File: src/rtl/nco_pkg.sv
// Shared types for the multi-channel NCO/PDM block: waveform modes and the
// per-channel configuration record.
package nco_pkg;

    localparam int N_CH_DEF  = 2;
    localparam int ACC_W_DEF = 20;
    localparam int FTW_W_DEF = 8;
    localparam int PDM_W_DEF = 8;

    typedef enum logic [1:0] {
        MODE_SAW = 2'd0,
        MODE_SQR = 2'd1,
        MODE_TRI = 2'd2,
        MODE_OFF = 2'd3
    } mode_e;

    typedef struct packed {
        logic                 en;
        logic [FTW_W_DEF-1:0] ftw;
        mode_e                mode;
    } nco_cfg_t;

    function automatic int ch_width(input int n);
        return (n > 1) ? $clog2(n) : 1;
    endfunction

endpackage

File: src/rtl/nco_pdm_multi_channel.sv
// One NCO channel: phase accumulator, shadow/active config with wrap-aligned
// transfer, waveform shaper and first-order error-feedback PDM modulator.
module nco_pdm_channel
    import nco_pkg::*;
#(
    parameter int ACC_W = ACC_W_DEF,
    parameter int FTW_W = FTW_W_DEF,
    parameter int PDM_W = PDM_W_DEF
) (
    input  logic             clk,
    input  logic             rst_n,
    input  logic             i_wr,
    input  logic             i_en,
    input  logic [FTW_W-1:0] i_ftw,
    input  logic [1:0]       i_mode,
    output logic             o_pending,
    output logic             o_pdm,
    output logic             o_sync
);

    typedef struct packed {
        logic             en;
        logic [FTW_W-1:0] ftw;
        mode_e            mode;
    } ch_cfg_t;

    ch_cfg_t            r_act;
    ch_cfg_t            r_shd;
    logic               r_pend;
    logic [ACC_W-1:0]   r_acc;
    logic [PDM_W-1:0]   r_err;
    logic               r_pdm;
    logic               r_sync;

    logic [ACC_W:0]     w_acc_sum;
    logic               w_carry;
    logic               w_accept;
    logic               w_xfer;
    logic [PDM_W-1:0]   w_saw;
    logic [PDM_W-1:0]   w_tri;
    logic [PDM_W-1:0]   w_amp;
    logic [PDM_W:0]     w_pdm_sum;

    assign w_acc_sum = {1'b0, r_acc} + {1'b0, ACC_W'(r_act.ftw)};
    assign w_carry   = w_acc_sum[ACC_W];
    assign w_accept  = i_wr & ~r_pend;
    // Retunes wait for a wrap; a stopped channel or a disabling write needs no phase alignment.
    assign w_xfer    = r_pend & (~r_act.en | ~r_shd.en | w_carry);

    assign w_saw = r_acc[ACC_W-1 -: PDM_W];
    assign w_tri = r_acc[ACC_W-1] ? ~r_acc[ACC_W-2 -: PDM_W] : r_acc[ACC_W-2 -: PDM_W];

    always_comb begin
        w_amp = '0;
        case (r_act.mode)
            MODE_SAW: w_amp = w_saw;
            MODE_SQR: w_amp = {PDM_W{r_acc[ACC_W-1]}};
            MODE_TRI: w_amp = w_tri;
            default:  w_amp = '0;
        endcase
    end

    assign w_pdm_sum = {1'b0, r_err} + {1'b0, w_amp};

    always_ff @(posedge clk or negedge rst_n) begin
        if (!rst_n) begin
            r_act  <= '0;
            r_shd  <= '0;
            r_pend <= 1'b0;
            r_acc  <= '0;
            r_err  <= '0;
            r_pdm  <= 1'b0;
            r_sync <= 1'b0;
        end else begin
            if (w_accept) begin
                r_shd  <= '{en: i_en, ftw: i_ftw, mode: mode_e'(i_mode)};
                r_pend <= 1'b1;
            end else if (w_xfer) begin
                r_act  <= r_shd;
                r_pend <= 1'b0;
            end

            if (r_act.en) begin
                r_acc  <= w_acc_sum[ACC_W-1:0];
                r_err  <= w_pdm_sum[PDM_W-1:0];
                r_pdm  <= w_pdm_sum[PDM_W];
                r_sync <= w_carry;
            end else begin
                r_acc  <= '0;
                r_err  <= '0;
                r_pdm  <= 1'b0;
                r_sync <= 1'b0;
            end
        end
    end

    assign o_pending = r_pend;
    assign o_pdm     = r_pdm;
    assign o_sync    = r_sync;

endmodule

File: src/rtl/nco_pdm_multi.sv
// Multi-channel NCO with PDM outputs: config channel decode, ready mux and
// one independent channel instance per output pin.
module nco_pdm_multi
    import nco_pkg::*;
#(
    parameter  int N_CH  = N_CH_DEF,
    parameter  int ACC_W = ACC_W_DEF,
    parameter  int FTW_W = FTW_W_DEF,
    parameter  int PDM_W = PDM_W_DEF,
    localparam int CH_W  = (N_CH > 1) ? $clog2(N_CH) : 1
) (
    input  logic             clk,
    input  logic             rst_n,
    input  logic             i_cfg_valid,
    output logic             o_cfg_ready,
    input  logic [CH_W-1:0]  i_cfg_ch,
    input  logic [FTW_W-1:0] i_cfg_ftw,
    input  logic [1:0]       i_cfg_mode,
    input  logic             i_cfg_en,
    output logic [N_CH-1:0]  o_pdm_out,
    output logic [N_CH-1:0]  o_sync_out
);

    logic [N_CH-1:0] w_wr;
    logic [N_CH-1:0] w_pend;
    logic            w_ready;

    // Indices beyond N_CH match no channel, so such writes are acked and dropped.
    always_comb begin
        w_ready = 1'b1;
        for (int c = 0; c < N_CH; c++) begin
            if (i_cfg_ch == CH_W'(c)) w_ready = ~w_pend[c];
        end
    end

    assign o_cfg_ready = w_ready;

    for (genvar g = 0; g < N_CH; g++) begin : g_ch
        assign w_wr[g] = i_cfg_valid & (i_cfg_ch == CH_W'(g));

        nco_pdm_channel #(
            .ACC_W (ACC_W),
            .FTW_W (FTW_W),
            .PDM_W (PDM_W)
        ) u_ch (
            .clk       (clk),
            .rst_n     (rst_n),
            .i_wr      (w_wr[g]),
            .i_en      (i_cfg_en),
            .i_ftw     (i_cfg_ftw),
            .i_mode    (i_cfg_mode),
            .o_pending (w_pend[g]),
            .o_pdm     (o_pdm_out[g]),
            .o_sync    (o_sync_out[g])
        );
    end

endmodule

File: config.mk
export PLATFORM = sky130hd
export DESIGN_NAME = nco_pdm_multi
export DESIGN_NICKNAME = d
export VERILOG_FILES = /design/src/rtl/nco_pkg.sv /design/src/rtl/nco_pdm_multi_channel.sv /design/src/rtl/nco_pdm_multi.sv
export SDC_FILE = /design/constraint.sdc
export NUM_CORES = 1
export LEC_CHECK = 0
export ABC_AREA = 1
export BUFFER_PORTS_ARGS = -buffer_cell sky130_fd_sc_hd__buf_4
export CAP_MARGIN = 20
export CELL_PAD_IN_SITES_DETAIL_PLACEMENT = 0
export CELL_PAD_IN_SITES_GLOBAL_PLACEMENT = 1
export CORE_MARGIN = 2
export CORE_UTILIZATION = 45
export DETAILED_ROUTE_END_ITERATION = 7
export PLACE_DENSITY_LB_ADDON = 0.1
export SYNTH_ARGS = -nofsm -noshare
export SYNTH_HDL_FRONTEND = slang
export SYNTH_SLANG_ARGS = --single-unit
File: constraint.sdc
create_clock -name clk -period 2.5 [get_ports clk]
set_clock_uncertainty 0.15 [all_clocks]
set_input_delay 0.5 -clock clk [delete_from_list [all_inputs] [get_ports clk]]
set_output_delay 0.5 -clock clk [all_outputs]
set_load 0.01 [all_outputs]
Yosys cells after proc, flatten, opt, wreduce, memory -nomap -nowiden

Cells that the tools add are included.

Flip-flop bits (word level): 106
Bits of input ports: 15
Logic and storage cells: 74

$add $sub $neg: 4
Equality and inequality tests: 4
Mux-type cells: 17
Bitwise gates (word level): 21
Reduce and logical (&&, ||, !) cells: 6

Operator list:

| kind                                                                  | count |
|---|---|
| 8-bit one-hot mux with 3 select lines                                 | 2 |
| 20-bit by 8-bit adder with 21-bit output                              | 2 |
| 20-bit 2-to-1 mux                                                     | 2 |
| 8-bit 2-to-1 mux                                                      | 4 |
| 8-bit by 8-bit adder with 9-bit output                                | 2 |
| 8-bit NOT                                                             | 2 |
| 1-bit 2-to-1 mux                                                      | 9 |
| 1-bit NOT                                                             | 9 |
| 1-bit bitwise AND                                                     | 6 |
| 2-bit by 1-bit equality test with 1-bit output, second input constant | 2 |
| 2-bit equality test, second input constant                            | 2 |
| 2-bit zero test                                                       | 2 |
| 1-bit bitwise OR                                                      | 4 |
| 2-bit AND reduction                                                   | 2 |
| 2-bit nonzero test                                                    | 2 |

Depth between registers and ports, before layout

Gate-level depths: netlist (run 1).

Word-level depth: 6
Depth in mapped cells: 12
Depth with buffers taken out: 12

By module

Synthesis (run 1) repeated with hierarchy kept, for this count alone.

Cells, all modules: 784
Area, all modules: 6306.0 um2

Modules (own cells, without submodules):

| module          | instances | cells an instance | area an instance (um2) |
|---|---|---|---|
| nco_pdm_channel | 2         | 387               | 3134.3 |
| nco_pdm_multi   | 1         | 10                | 37.5 |

Worst setup path before layout (run 1)

No wires, ideal clock.

Path type: register to register
Start point: register g_ch[1].u_ch.r_acc[19]
End point: register g_ch[1].u_ch.r_err[6]
Library setup time: 126 ps
Data arrival time: 1895 ps
Data required time: 2224 ps
Setup slack: 328 ps
Stages on the path, launching flop included: 10
Period minus slack after synthesis: 2172 ps
Path through: dfrtp_1 > buf_2 > nand3_1 > o221ai_1 > ha_1 > fa_1 > nand3_1 > nand3_1 > o21ai_0 > a21oi_1

Word-level cells in the longest chain between the ends: 4

Ends and longest elaborated chain:

| element                                  | RTL line                    | source |
|---|---|---|
| from (decl)                              | nco_pdm_multi_channel.sv:30 | `logic [ACC_W-1:0] r_acc;` |
| from (signal assigned)                   | nco_pdm_multi_channel.sv:84 | `r_acc <= w_acc_sum[ACC_W-1:0];` |
| 8-bit 2-to-1 mux                         | nco_pdm_multi_channel.sv:51 | `assign w_tri = r_acc[ACC_W-1] ? ~r_acc[ACC_W-2 -: PDM_W] : r_acc[ACC_W-2 -: PDM_W];` |
| 8-bit one-hot mux with 3 select lines *  | nco_pdm_multi_channel.sv:55 | `case (r_act.mode)` |
| 8-bit by 8-bit adder with 9-bit output * | nco_pdm_multi_channel.sv:63 | `assign w_pdm_sum = {1'b0, r_err} + {1'b0, w_amp};` |
| 8-bit 2-to-1 mux *                       | nco_pdm_multi_channel.sv:83 | `if (r_act.en) begin` |
| to (signal assigned)                     | nco_pdm_multi_channel.sv:85 | `r_err <= w_pdm_sum[PDM_W-1:0];` |
| to (decl)                                | nco_pdm_multi_channel.sv:31 | `logic [PDM_W-1:0] r_err;` |

Mark *: on every way between the ends. The rest lies on a longest branch, timed or not.
A chain may end at the register's enable or synchronous reset.

Worst setup path after layout (run 1)

Start point: register g_ch[0].u_ch.r_acc[19]
End point: register g_ch[0].u_ch.r_err[6]

Word-level cells in the longest chain between the ends: 4

Ends and longest elaborated chain:

| element                                  | RTL line |
|---|---|
| from (decl)                              | nco_pdm_multi_channel.sv:30 |
| from (signal assigned)                   | nco_pdm_multi_channel.sv:84 |
| 8-bit 2-to-1 mux                         | nco_pdm_multi_channel.sv:51 |
| 8-bit one-hot mux with 3 select lines *  | nco_pdm_multi_channel.sv:55 |
| 8-bit by 8-bit adder with 9-bit output * | nco_pdm_multi_channel.sv:63 |
| 8-bit 2-to-1 mux *                       | nco_pdm_multi_channel.sv:83 |
| to (signal assigned)                     | nco_pdm_multi_channel.sv:85 |
| to (decl)                                | nco_pdm_multi_channel.sv:31 |

Marks and branches as above.

==> flow_summary.toml, run 1 <==
[run_status]
status = "complete, but fails checks"
violations = "hold timing"

[timing]
maxSlewViolCount = 0
finalHoldViolations = 20
fmax_ghz = 0.433
whs_ns = -0.0177
worstMarginPinSlew_ns = 0.691
post-route-period-util_pct = 92.3
fin_crit_ns = 2.31
rsz0062_at_grt = "false"
slew_headroom_pct = 53.8
fin_tns_setup_ns = 0
setup_violations = 0

[floorplanning]
rows = 42
die_area_um2 = 14700
ios = 20
coreArea_um2 = 13300
die_x_um = 121
initial_core_util_pct = 46.3
die_h_um = 121

[clocking]
cts_buffer_depth = 2
cts_root_buf = "clkbuf_16"
cts.sinks = 106
clkLatencyLatePin_ns = 0.36
cts_made_buffers = 9
htreeDepth = 3
cts_hold_buf = 0
clkTransAtPathRegs_ns = 0.07
cts_tree = "done"

[final_layout]
area_delta_synth_final_pct = 10.7
register_area_um2 = 2650
n_antenna_cell = 0
finalInstanceArea_um2 = 6840
nets = 880
drive_gt1_share_pct = 7.69
fillers = 1345
multi_input_area_um2 = 3030

[critical_path]
crit_family = "adder cells"
crit_chain = "xnor2_1 > o211ai_1 > ha_1 > fa_1 > nand3_1 > nand3_1 > o21ai_0 > a21oi_1"
startpoint = "g_ch[0].u_ch.r_acc[19]"
arrival_ns = 2.39
cp_max_fo = 11
required_ns = 2.58
slowest_delay_ns = 0.62
crit_buf_inv = 0
worst_path_max_delay_cell = "dfrtp_1"
rr_startpoint = "g_ch[0].u_ch.r_acc[19]"
endpoint_kind = "flop"
worst_path_most_repeated_cell = "nand3_1"
path_class = "flop to flop"
worstSetupStartpointType = "flop"

[global_route]
grt_pass1_vias = 4952
antenna_found_initial = 0
gr-usage-all-layers_pct = 20.8
overflow = 0
grt_max_degree = 40
grt_pass1_wl_um = 24000

[placed_design]
gp_congestion = 0.847
place_area_um2 = 6520
dp_hpwl_um = 10500
portBuffers = 19

[power_and_ir_drop]
ir_drop_uv = 461
p_leak_nw = 3.59
p_per_area_nw_per_um2 = 692

[min_path]
hp-class = "primary input to asynchronous set/reset pin"

[detailed_routing]
postRouteAntennaNets = 0
wl_um = 14100
drtIter0Drc = 319
first_pass_iters = 6
vias_per_cell = 5.18
post-route-drc-count = 0
wl_per_cell_um = 14.0
vias = 5218

[synthesis]
syn_nets = 862
syn_avg_cell_area_um2 = 7.64
yosysUniqueCellTypes = 30
synth-seq-cells = 106
synthTopCellsByArea = "dfrtp_1 (43%), nand2_1 (14%), ha_1 (6.9%)"
ys_seq_area_share_pct = 42.9
yosysTopAreaCell = "dfrtp_1"
synth_top_area_share_pct = 42.9
synthCells = 809
synth_warnings = 0
syn_area_um2 = 6180

[flow_run]
drv_cap = 0
layout make-up:
type | instances | area share, %
clock inverter | 6 | 1.06
tap | 176 | 3.22
clock buffer | 10 | 3.35
inverter | 98 | 5.38
multi-input combinational | 579 | 44.2
sequential | 106 | 38.8
timing repair buffer | 33 | 3.99
state kept, by name, indices dropped and copies added, names as in the netlist:
signal	flops
g_ch.u_ch.r_act	22
g_ch.u_ch.o_sync	2
g_ch.u_ch.r_acc	40
g_ch.u_ch.o_pdm	2
g_ch.u_ch.r_err	16
g_ch.u_ch.r_shd	22
g_ch.u_ch.o_pending	2
what timing repair did:
| item | in CTS | in global routing |
|---|---|---|
| endpoints found under the setup margin | 0 | 3 |
| resized for setup | 0 | 2 |
| buffers inserted | 0 | 2 |
cell usage after synthesis, drive strengths merged:
cell type	number
nand3	78
fa	4
or2	7
a21oi	51
clkbuf	13
ha	34
o211ai	3
nor3b	2
nand4	11
buf	13
dfrtp	106
xnor2	15
inv	98
o21a	2
nand2	227
nand3b	1
o221ai	10
nor2	63
nor3	9
a31oi	2
a21boi	2
o21ai	57
and2	1
metrics by stage:
step                total power (W)  hold slack [ns]  instances  setup WS [ns]  utilization [%]
floorplan                   0.00295           0.0544        809          0.328                -
global placement            0.00327            0.314        990          0.233             48.9
global route                0.00508           0.0191       1008       0.000445             51.3
detailed placement          0.00329            0.317        990          0.164             48.9
CTS                         0.00480          0.00138       1006          0.145             51.1
finish                      0.00474          -0.0177       1008          0.193             51.3
power by group:
group | internal (W) | switching (W)
clock network | 0.000791 | 0.000691
logic | 0.000379 | 0.000749
registers | 0.00197 | 0.000162
total | 0.00314 | 0.00160
layout by cell type (no fill, tap or decap):
cell and n:
o211ai_1 3, xnor2_1 15, inv_1 97, bufinv_16 1, and2_1 1, o221ai_1 10
buf_4 31, nand3_1 75, nor3_1 9, ha_1 34, clkbuf_1 1, or2_2 7
buf_12 2, nand2_1 224, nand4_1 11, a21boi_0 2, a21oi_1 51, nor3b_1 2
o21a_1 2, nor2_4 1, a31oi_1 2, o21ai_0 57, nor2_1 61, inv_2 1
clkinv_4 1, clkbuf_16 9, nor2_2 1, nand3_2 3, clkinvlp_4 1, nand3b_1 1
fa_1 4, nand2_2 3, inv_6 3, dfrtp_1 106
path summary, 6_finish.rpt:
kind	end	slack [ns]	cells past startpoint
max	g_ch[0].u_ch.r_err[6]	0.19	8
min	g_ch[1].u_ch.r_err[4]	-0.02	1
max reg2reg	g_ch[0].u_ch.r_err[6]	0.19	8
min reg2reg	g_ch[0].u_ch.r_act[7]	0.33	2
max in group asynchronous	g_ch[1].u_ch.r_act[3]	1.60	2
min in group clk	g_ch[1].u_ch.r_shd[8]	0.28	3
per-layer routing:
layer / part of all wire (%) / wire (um) / GRT usage, %
met2: 46 / 6420 / 32.1
met5: 0 / 0 / 0
met4: 0.80 / 113 / 5.03
met1: 50 / 6980 / 29.7
met3: 4.0 / 564 / 4.93
cells by family after synthesis:
kind of cell,count (synthesis),share of synthesized area [%]
AOI/OAI and AO/OA,127,11.2
xor gates and xnor gates,15,2.12
adders and majority gates,38,8.17
buffers and inverters,124,8.22
DFF,106,42.9
and+or+nand+nor,399,27.4
Power figures use the tool's default switching activity.
==> inputs of run 2 (changes only) <==
--- a/config.mk
+++ b/config.mk
@@ -7,13 +7,12 @@
 export LEC_CHECK = 0
 export ABC_AREA = 1
 export BUFFER_PORTS_ARGS = -buffer_cell sky130_fd_sc_hd__buf_4
-export CAP_MARGIN = 20
 export CELL_PAD_IN_SITES_DETAIL_PLACEMENT = 0
 export CELL_PAD_IN_SITES_GLOBAL_PLACEMENT = 1
 export CORE_MARGIN = 2
-export CORE_UTILIZATION = 45
+export CORE_UTILIZATION = 40
 export DETAILED_ROUTE_END_ITERATION = 7
-export PLACE_DENSITY_LB_ADDON = 0.1
+export PLACE_DENSITY = 0.7
 export SYNTH_ARGS = -nofsm -noshare
 export SYNTH_HDL_FRONTEND = slang
 export SYNTH_SLANG_ARGS = --single-unit
==> run 2 against run 1 <==
Compared with the run above: the run now ends clean; global-route usage decreased by 2.6 points; via count decreased by 0.40%; combinational power about the same; total power decreased by 1.5%; design area about the same; sequential share of layout area about the same; worst hold slack improved by 0.29 ns; critical path depth unchanged; sequential power about the same; flip-flop and latch count unchanged; first-iteration DRC count decreased by 35%; critical path type unchanged.
==> flow_summary.toml, run 2 (same netlist as run 1, synthesis figures left out) <==
[power_and_ir_drop]
p_leak_nw = 3.58
ir_drop_uv = 492
p_per_area_nw_per_um2 = 681

[critical_path]
reg2reg_slack_ns = 0.18
arrival_ns = 2.41
worst_path_most_repeated_cell = "nand3_1"
rr_startpoint = "g_ch[0].u_ch.r_acc[19]"
r2r_end = "g_ch[0].u_ch.r_err[6]"
worstSetupStartpointType = "flop"
r2r_cells = 8
endpoint_kind = "flop"
cp.depth = 8
slowest_delay_ns = 0.63
worst_path_max_delay_cell = "dfrtp_1"
cp_max_fo = 11
path_class = "flop to flop"
crit_buf_inv = 0
required_ns = 2.58
crit_chain = "xnor2_1 > o211ai_1 > ha_1 > fa_1 > nand3_1 > nand3_1 > o21ai_0 > a21oi_1"
crit_family = "adder cells"

[timing]
whs_ns = 0.268
worstMarginPinSlew_ns = 0.706
slew_headroom_pct = 52.8
maxSlewViolCount = 0
layout_setup_ws_ns = 0.175
finalHoldViolations = 0
setup_violations = 0
post-route-period-util_pct = 93.0
fmax_ghz = 0.430
fin_crit_ns = 2.32

[detailed_routing]
wl_per_cell_um = 13.6
vias_per_cell = 5.10
wl_um = 13900
first_pass_iters = 5
postRouteAntennaNets = 0
vias = 5197
post-route-drc-count = 0
drtIter0Drc = 208

[global_route]
antenna_found_initial = 0
grt_max_degree = 50
grt_pass1_wl_um = 24000
grt_pass1_vias = 5023
gr-usage-all-layers_pct = 18.2
overflow = 0

[floorplanning]
die_x_um = 128
ios = 20
rows = 45
coreArea_um2 = 15100
die_area_um2 = 16500
die_h_um = 128
initial_core_util_pct = 40.8

[placed_design]
portBuffers = 19
dp_hpwl_um = 10400
gp_congestion = 0.828
preCtsSetupSlack_ns = 0.142

[clocking]
cts_tree = "done"
cts_buffer_depth = 2
htreeDepth = 3
cts_made_buffers = 9
post_cts_buffers = 0
cts.sinks = 106
clkTransAtPathRegs_ns = 0.08
clkLatencyLatePin_ns = 0.36
cts_root_buf = "clkbuf_16"

[final_layout]
area_delta_synth_final_pct = 10.7
nets = 880
drive_gt1_share_pct = 7.69
final_cell_mix = "nand2_1 (224), dfrtp_1 (106), inv_1 (97)"
final_common_cell = "nand2_1"
final_util_pct = 45.2
n_antenna_cell = 0
largest_register = "g_ch.u_ch.r_acc"
largestRegisters = "g_ch.u_ch.r_acc: 40 flops, g_ch.u_ch.r_act: 22 flops, g_ch.u_ch.r_shd: 22 flops"
largest_reg_flops = 40

[run_status]
status = "finished clean"

[min_path]
min_to = "g_ch[0].u_ch.r_shd[10]"
hp-class = "primary input to flop"
hold_depth = 3
min_from = "i_cfg_en"

[flow_run]
drv_cap = 0
-- run 2: metrics by stage --
stage | total power [W] | setup TNS (ns) | std cells | area [um2]
4_1_cts | 0.00473 | 0 | 1020 | 6840
6_report | 0.00467 | 0 | 1020 | 6850
2_1_floorplan | 0.00295 | 0 | 809 | 6180
3_3_place_gp | 0.00327 | 0 | 1003 | 6540
3_5_place_dp | 0.00329 | 0 | 1003 | 6540
5_1_grt | 0.00501 | -0.0380 | 1020 | 6850
-- run 2: metal layers --
layer  track usage, %  part of all wire, %
met5                0                    0
met4             4.46                  1.2
met3             4.66                  3.5
met2             28.8                   45
met1             25.3                   50
-- run 2: tightest hold or removal path, cell delays in order --
cell     delay, ns
buf_4         0.11
inv_1         0.05
o21ai_0       0.07
-- run 2: where the power goes --
part | internal (W) | switching [W]
clock | 0.000701 | 0.000708
combinational | 0.000386 | 0.000748
sequential | 0.00197 | 0.000157
total | 0.00305 | 0.00161
-- run 2: worst max-delay path by stage --
stage,from,end,slack (ns)
2_1_floorplan,g_ch[1].u_ch.r_acc[19],g_ch[1].u_ch.r_err[6],0.33
4_1_cts,g_ch[0].u_ch.r_acc[19],g_ch[0].u_ch.r_err[6],0.10
3_3_place_gp,g_ch[0].u_ch.r_acc[19],g_ch[0].u_ch.r_err[6],0.23
5_1_grt,g_ch[0].u_ch.r_acc[19],g_ch[0].u_ch.r_err[7],-0.04
3_5_place_dp,g_ch[0].u_ch.r_acc[19],g_ch[0].u_ch.r_err[6],0.14
6_report,g_ch[0].u_ch.r_acc[19],g_ch[0].u_ch.r_err[6],0.18
-- run 2: timing repair --
| item | CTS | global route |
|---|---|---|
| resized for setup | 0 | 3 |
| setup endpoints to repair | 0 | 4 |
| hold buffers | 1 | 0 |
| endpoints found under the hold margin | 24 | 0 |
-- run 2: area by class of cell --
cell class | instances | area [um2]
Fill cell | 1540 | 8300
Multi-Input combinational cell | 579 | 3030
Sequential cell | 106 | 2650
Inverter | 98 | 368
Timing Repair Buffer | 33 | 275
Tap cell | 188 | 235
Clock buffer | 10 | 229
Clock inverter | 6 | 55.1
